**config.mk**
```make
export PLATFORM = sky130hd
export DESIGN_NAME = hilo_mult_sequencer
export DESIGN_NICKNAME = d
export VERILOG_FILES = /design/src/rtl/hilo_mult_sequencer.sv
export SDC_FILE = /design/constraint.sdc
export NUM_CORES = 1
export LEC_CHECK = 0
export ABC_AREA = 1
export ABC_CLOCK_PERIOD_IN_PS = 5100
export BUFFER_PORTS_ARGS = -buffer_cell sky130_fd_sc_hd__buf_2
export CAP_MARGIN = 20
export CORE_UTILIZATION = 35
export CTS_CLUSTER_DIAMETER = 150
export DETAILED_ROUTE_END_ITERATION = 10
export GPL_TIMING_DRIVEN = 0
export PLACE_DENSITY = 0.6
export SYNTH_ARGS = -nofsm -noshare
export SYNTH_HDL_FRONTEND = slang
export SYNTH_SLANG_ARGS = --single-unit
```
**constraint.sdc**
```tcl
create_clock -name clk -period 5.1 [get_ports clk]
set_clock_uncertainty 0.2 [all_clocks]
set_input_delay 0.765 -clock clk [delete_from_list [all_inputs] [get_ports clk]]
set_output_delay 0.765 -clock clk [all_outputs]
set_load 0.03 [all_outputs]
```
**src/rtl/hilo_mult_sequencer.sv**
```systemverilog
// Shift-add HI/LO multiplier sequencer for mult/multu: IDLE -> RUN (WIDTH steps) -> FIX (sign) -> WRITE.
// Define HILO_EARLY_TERM_EN to leave RUN as soon as the remaining multiplier bits are all zero.
module hilo_mult_sequencer #(
  parameter int WIDTH = 32,
  parameter int CNT_W = 6
) (
  input  logic             clk,
  input  logic             rst,
  input  logic             start,
  input  logic             is_signed,
  input  logic [WIDTH-1:0] a,
  input  logic [WIDTH-1:0] b,
  input  logic             mf_req,
  output logic             busy,
  output logic             stall,
  output logic             hi_we,
  output logic             lo_we,
  output logic [WIDTH-1:0] hi_out,
  output logic [WIDTH-1:0] lo_out,
  output logic             done
);

  typedef enum logic [1:0] {
    S_IDLE  = 2'd0,
    S_RUN   = 2'd1,
    S_FIX   = 2'd2,
    S_WRITE = 2'd3
  } state_t;

  localparam logic [CNT_W-1:0] LAST = CNT_W'(WIDTH - 1);

  state_t           state_q, state_d;
  logic [CNT_W-1:0] cnt_q, cnt_d;
  logic [WIDTH-1:0] acc_q, acc_d;
  logic [WIDTH-1:0] mplr_q, mplr_d;
  logic [WIDTH-1:0] mcand_q, mcand_d;
  logic [WIDTH-1:0] hi_q, hi_d;
  logic [WIDTH-1:0] lo_q, lo_d;
  logic             neg_q, neg_d;

  logic [WIDTH-1:0]   mag_a, mag_b;
  logic [WIDTH:0]     sum;
  logic [WIDTH-1:0]   step_acc, step_mplr;
  logic [2*WIDTH-1:0] step_prod, run_prod, prod_neg;
  logic               last_iter;

  // Signed operands run as magnitudes; the most negative value maps onto itself.
  assign mag_a = (is_signed && a[WIDTH-1]) ? -a : a;
  assign mag_b = (is_signed && b[WIDTH-1]) ? -b : b;

  assign sum       = mplr_q[0] ? ({1'b0, acc_q} + {1'b0, mcand_q}) : {1'b0, acc_q};
  assign step_acc  = sum[WIDTH:1];
  assign step_mplr = {sum[0], mplr_q[WIDTH-1:1]};
  assign step_prod = {step_acc, step_mplr};
  assign prod_neg  = -{acc_q, mplr_q};

`ifdef HILO_EARLY_TERM_EN
  logic [CNT_W-1:0] remain;
  logic [WIDTH-1:0] remain_mask;
  logic             early_hit;

  // After this step, the low 'remain' bits of the multiplier are still unconsumed.
  assign remain      = LAST - cnt_q;
  assign remain_mask = ~({WIDTH{1'b1}} << remain);
  assign early_hit   = (step_mplr & remain_mask) == '0;
  assign run_prod    = early_hit ? (step_prod >> remain) : step_prod;
  assign last_iter   = early_hit;
`else
  assign run_prod  = step_prod;
  assign last_iter = (cnt_q == LAST);
`endif

  always_ff @(posedge clk) begin
    if (rst) state_q <= S_IDLE;
    else     state_q <= state_d;
  end

  always_comb begin
    state_d = state_q;
    case (state_q)
      S_IDLE:  if (start) state_d = S_RUN;
      S_RUN:   if (last_iter) state_d = S_FIX;
      S_FIX:   state_d = S_WRITE;
      S_WRITE: state_d = S_IDLE;
      default: state_d = S_IDLE;
    endcase
  end

  always_comb begin
    busy  = (state_q != S_IDLE);
    hi_we = (state_q == S_WRITE);
    lo_we = hi_we;
    done  = hi_we;
    // HI/LO only settle at the end of WRITE, so readers are held through it.
    stall = busy & (start | mf_req);
  end

  always_comb begin
    cnt_d   = cnt_q;
    acc_d   = acc_q;
    mplr_d  = mplr_q;
    mcand_d = mcand_q;
    neg_d   = neg_q;
    hi_d    = hi_q;
    lo_d    = lo_q;
    case (state_q)
      S_IDLE: begin
        if (start) begin
          mcand_d = mag_a;
          mplr_d  = mag_b;
          acc_d   = '0;
          cnt_d   = '0;
          neg_d   = is_signed & (a[WIDTH-1] ^ b[WIDTH-1]);
        end
      end
      S_RUN: begin
        {acc_d, mplr_d} = run_prod;
        cnt_d           = cnt_q + CNT_W'(1);
      end
      S_FIX: begin
        if (neg_q) {acc_d, mplr_d} = prod_neg;
      end
      S_WRITE: begin
        hi_d = acc_q;
        lo_d = mplr_q;
      end
      default: ;
    endcase
  end

  always_ff @(posedge clk) begin
    if (rst) begin
      cnt_q   <= '0;
      acc_q   <= '0;
      mplr_q  <= '0;
      mcand_q <= '0;
      neg_q   <= 1'b0;
      hi_q    <= '0;
      lo_q    <= '0;
    end else begin
      cnt_q   <= cnt_d;
      acc_q   <= acc_d;
      mplr_q  <= mplr_d;
      mcand_q <= mcand_d;
      neg_q   <= neg_d;
      hi_q    <= hi_d;
      lo_q    <= lo_d;
    end
  end

  assign hi_out = hi_q;
  assign lo_out = lo_q;

endmodule

```
## Word-level counts from Yosys, hierarchy flattened

Index checks and enable logic that the tools add are counted.

- Register bits: 169
- Bits in latches: 0
- Bits in writable memories: 0
- Bits in read-only memories: 0
- Word-level logic and storage cells: 48
- Memories: 0

- Add/sub/neg operators: 5
- Multiply operators: 0
- Divide/modulo/power cells: 0
- Magnitude comparators: 0
- Equal/unequal tests: 7
- Shift-type cells: 0
- Mux-type cells: 14
- Bitwise gates (word level): 4
- Reductions and logical operators: 10

Operators with widths:

| operator | number |
|---|---|
| 32-bit 2-to-1 mux | 6 |
| 32-bit one-hot mux with 3 select lines | 2 |
| 32-bit negator | 2 |
| 64-bit negator | 1 |
| 32-bit by 32-bit adder with 33-bit output | 1 |
| 33-bit 2-to-1 mux | 1 |
| 6-bit one-hot mux with 2 select lines | 1 |
| 2-bit one-hot mux with 4 select lines | 1 |
| 6-bit by 1-bit adder with 6-bit output, second input constant | 1 |
| 6-bit by 5-bit == test with 1-bit output, second input constant | 1 |
| 6-bit 2-to-1 mux | 1 |
| 2-bit inequality test, second input constant | 3 |
| 2-bit AND reduction | 3 |
| 2-bit == test, second input constant | 2 |
| 2-bit 2-to-1 mux | 2 |
| 2-bit nonzero test | 2 |
| 3-bit AND reduction | 1 |
| 3-bit nonzero test | 1 |
| 1-bit bitwise AND | 2 |
| 2-bit by 1-bit == test with 1-bit output, second input constant | 1 |
| 1-bit logical AND | 2 |
| 2-bit zero test | 1 |
| 1-bit bitwise OR | 1 |
| 1-bit bitwise XOR | 1 |

## Longest topological paths before layout

- Word-level depth: 4
- Gate-level depth with buffers: 15
- Mapped depth without buffers: 15

## Worst setup path after synthesis

Ideal clock, no wire load.

- Path type: input -> register
- From: input port a[0]
- To: register mcand_q[28]
- Library setup time: 0.115 ns
- Arrival: 2.087 ns
- Setup slack: 2.698 ns
- Stages on the path: 11
- Buffers on the path: 0
- Cells stage by stage: inv_1 -> ha_1 -> nand3_1 -> nor2_1 -> nand2_1 -> nor2_1 -> nand3_1 -> o31ai_1 -> nor2_1 -> o21ai_0 -> inv_1

- Cells in the longest elaborated chain, start to end: 2

RTL lines:

| element | line | text |
|---|---|---|
| start: declaration | 11 | `input logic [WIDTH-1:0] a,` |
| 32-bit negator | 48 | `assign mag_a = (is_signed && a[WIDTH-1]) ? -a : a;` |
| 32-bit 2-to-1 mux | 48 |  |
| end signal: assignment | 144 | `mcand_q <= mcand_d;` |
| end: declaration | 36 | `logic [WIDTH-1:0] mcand_q, mcand_d;` |

No other way between the ends.
A chain may end at the register's enable or synchronous reset.

## Worst setup path after layout

- From: register mplr_q[0]
- To: register acc_q[16]

- Cells in the longest elaborated chain, start to end: 3

RTL lines:

| element | line | text |
|---|---|---|
| start: declaration | 35 | `logic [WIDTH-1:0] mplr_q, mplr_d;` |
| start signal: assignment | 143 | `mplr_q <= mplr_d;` |
| 64-bit negator | 55 | `assign prod_neg = -{acc_q, mplr_q};` |
| 32-bit 2-to-1 mux | 121 | `if (neg_q) {acc_d, mplr_d} = prod_neg;` |
| 32-bit one-hot mux with 3 select lines * | 106 | `case (state_q)` |
| end signal: assignment | 134 | `acc_q <= '0;` |
| end signal: assignment | 142 | `acc_q <= acc_d;` |
| end: declaration | 34 | `logic [WIDTH-1:0] acc_q, acc_d;` |

Mark *: on every way between the ends. The rest lies on a longest branch, timed or not. The select of a mux whose other input is x is not followed.

==> run summary <==
RSZ-0062 raised after global routing = false
top sig layer = met4
DP Wirelength = 42,200 um
Total GRT Usage = 27.4%
die area = 0.0375 sq mm
worst min-delay path class = flip-flop to flip-flop
vias = 14,940
Power Dens Cells = 528 mW/mm^2
worst setup path endpoint = acc_q[16]$_SDFFE_PP0P_
final setup TNS = 0 ns
CP startpoint kind = flip-flop
Avg Cell Area, Syn = 5.97 sq um
YS warnings = 0
largest area contributor in the netlist = dfxtp_1
Placement Cell Area = 0.0141 sq mm
DR iter-0 viols = 1,572
max-slew violation count = 0
#FFs+latches synth = 169
initial antenna violation count = 0
CP required = 5.30 ns
H-tree Lvls = 4
CTS tree = built
clk buf depth = 2
setup repair bufs after CTS = 0
final std cells w/o fill = 2,785
Placed Instances = 2,753
# fillers = 3,994
number of port buffers = 137
R2R Path Start = mplr_q[0]$_SDFFE_PP0P_
Worst R2R Setup Slack = 1.62 ns
Core Area = 0.0359 sq mm
Metal-1 WL = 25,200 um
Design Area, Final = 0.0147 sq mm
Area Growth Syn to Fin = 14.4%
Yosys cell types = 54
top-count cell post-synth = nand2_1
cts bufs inserted = 17
antenna viol nets, final = 0
met2 wire len = 21,400 um
WL per Instance = 18.7 um
Synth top area share = 26.3%
largest net degree at the start of global routing = 19
type of the worst setup path = flip-flop to flip-flop
# hold bufs at CTS = 0
Slew HR = 34.6%
Worst-path clk slew = 0.08 ns
worst skew pair latency = 0.47 ns
status = finished clean
number of detailed-route iterations in the first pass = 6
Routed met3 length = 4330 um
crit path max fanout = 10
Die Wd = 194 um
async set-reset flop share out of synthesis = 0%
starting density of the core = 35.8%
share of layout cells above drive strength 1 = 10.2%
main area contributors after synthesis = dfxtp_1 26%, nand2_1 16%, a21oi_1 9.2%
CTS resizes = 0
R2R cell count = 13
Slew @ Worst Pin = 0.981 ns
IO Count = 138
CP startpoint = mplr_q[0]$_SDFFE_PP0P_
min Tclk post-route = 3.48 ns
Post-Syn Nets = 2,265
RR Endpoint = acc_q[16]$_SDFFE_PP0P_
top cells by count, synth = 559 x nand2_1, 271 x inv_1, 237 x a21oi_1
Site Rows = 69
number of synthesized flops with an enable pin = 0
Pleak = 7.01 nW
DRC = 0
Fin. Hold Viols = 0
Peak supply drop = 0.308 mV
sequential-to-total area share from yosys stat = 26.3%
max_cap viols = 0
Final Setup Violations = 0
endpoint class of the critical path = flip-flop
vias in the first global route = 13,375
n_diodes = 0
Die Y = 194 um
Mapped Area = 0.0129 sq mm
Via density = 5.36
GPL Wtd Cong = 0.983
Nets = 2,421
most common flop cell mapped by yosys = dfxtp_1
Final period util = 68.2%
grt total ovfl = 0
first-pass GRT wire length = 79,100 um
CP arrival = 3.68 ns
# clock sinks = 169
cell count after synthesis = 2,155
DRT Wirelength = 51,900 um
Clock Tree Root = clkbuf_16
Fmax achieved = 0.287 GHz
routing by layer:
layer	track usage, %	up-vias
li1	-	7388
met1	41.3	6853
met2	39.9	629
met3	3.57	70
met4	8.24	0
met5	0	-
logic make-up after synthesis:
group           Yosys count  share of synthesized area, %
compound gates          496                          20.7
xor+xnor                 56                          3.81
fa+ha+maj                41                          4.04
buf+inv                 359                          10.8
flops                   169                          26.3
simple gates           1034                          34.3
worst min-delay path by stage:
stage	slack, ns	cells past startpoint	startpoint	endpoint
finish	0.25	2	cnt_q[4]$_SDFFE_PP0P_	cnt_q[4]$_SDFFE_PP0P_
global route	0.27	2	cnt_q[4]$_SDFFE_PP0P_	cnt_q[4]$_SDFFE_PP0P_
detailed placement	0.24	2	cnt_q[4]$_SDFFE_PP0P_	cnt_q[4]$_SDFFE_PP0P_
floorplan	0.22	2	cnt_q[4]$_SDFFE_PP0P_	cnt_q[4]$_SDFFE_PP0P_
CTS	0.25	2	cnt_q[4]$_SDFFE_PP0P_	cnt_q[4]$_SDFFE_PP0P_
global placement	0.23	2	cnt_q[4]$_SDFFE_PP0P_	cnt_q[4]$_SDFFE_PP0P_
cell usage in the layout, fill, tap and decap left out, types with 4 or more instances in the layout:
| cell type | Yosys | routed |
|---|---|---|
| a21oi_1 | 237 | 237 |
| a21oi_2 | 4 | 4 |
| a31oi_1 | 7 | 7 |
| buf_1 | 5 | 5 |
| buf_2 | 10 | 147 |
| clkbuf_1 | 60 | 61 |
| clkbuf_16 | 0 | 17 |
| dfxtp_1 | 169 | 169 |
| ha_1 | 40 | 40 |
| inv_1 | 271 | 271 |
| inv_2 | 5 | 5 |
| inv_8 | 0 | 5 |
| nand2_1 | 559 | 559 |
| nand3_1 | 147 | 147 |
| nand4_1 | 24 | 24 |
| nor2_1 | 221 | 221 |
| nor2_2 | 12 | 12 |
| nor2_4 | 5 | 5 |
| nor3_1 | 34 | 34 |
| nor3_2 | 4 | 4 |
| o211ai_1 | 17 | 17 |
| o21ai_0 | 184 | 184 |
| o21ai_1 | 8 | 8 |
| o21bai_1 | 4 | 4 |
| o221ai_1 | 10 | 10 |
| o31ai_1 | 6 | 6 |
| or2_2 | 10 | 10 |
| xnor2_1 | 10 | 10 |
| xor2_1 | 46 | 46 |
registers in the layout (all words and copies together), names as in the netlist:
name and count:
cnt_q 6, state_q 2, mplr_q 32, neg_q 1
hi_out 32, lo_out 32, mcand_q 32, acc_q 32
layout make-up:
cell class	count	area [sq um]	share of cell area, %
Timing Repair Buffer	137	686	4.66
Clock inverter	14	156	1.06
Buffer	80	339	2.30
Multi-Input combinational cell	1627	8100	55.0
Inverter	279	1050	7.15
Sequential cell	169	3380	23.0
Clock buffer	18	429	2.92
Tap cell	461	577	3.92
report_power, final:
part | total (mW) | internal, mW | switching (mW)
Sequential | 2.02 | 1.65 | 0.368
Combinational | 4.42 | 1.21 | 3.21
Clock | 1.33 | 0.657 | 0.670
Total | 7.76 | 3.52 | 4.24
stage by stage:
| stage | hold WS [ns] | util (%) | power, mW | setup WS, ns |
|---|---|---|---|---|
| 3_5_place_dp | 0.237 | 39.3 | 6.32 | 1.75 |
| 2_1_floorplan | 0.224 | - | 4.84 | 2.70 |
| 5_1_grt | 0.269 | 41.0 | 8.26 | 1.56 |
| 4_1_cts | 0.247 | 41.0 | 7.66 | 1.72 |
| 6_report | 0.246 | 41.0 | 7.76 | 1.62 |
| 3_3_place_gp | 0.234 | 39.3 | 6.29 | 1.75 |
worst max-delay path, cell delays in order (launching register included):
cell	delay (ns)
dfxtp_1	0.33
buf_6	0.16
clkinv_4	0.09
clkbuf_1	0.55
ha_1	0.51
nand3_4	0.19
nor2_4	0.21
nand2_1	0.23
nor3_1	0.39
or2_2	0.17
nand3_1	0.11
nand2_1	0.10
nand2_1	0.05
a21oi_1	0.11
Power figures use the tool's default switching activity.
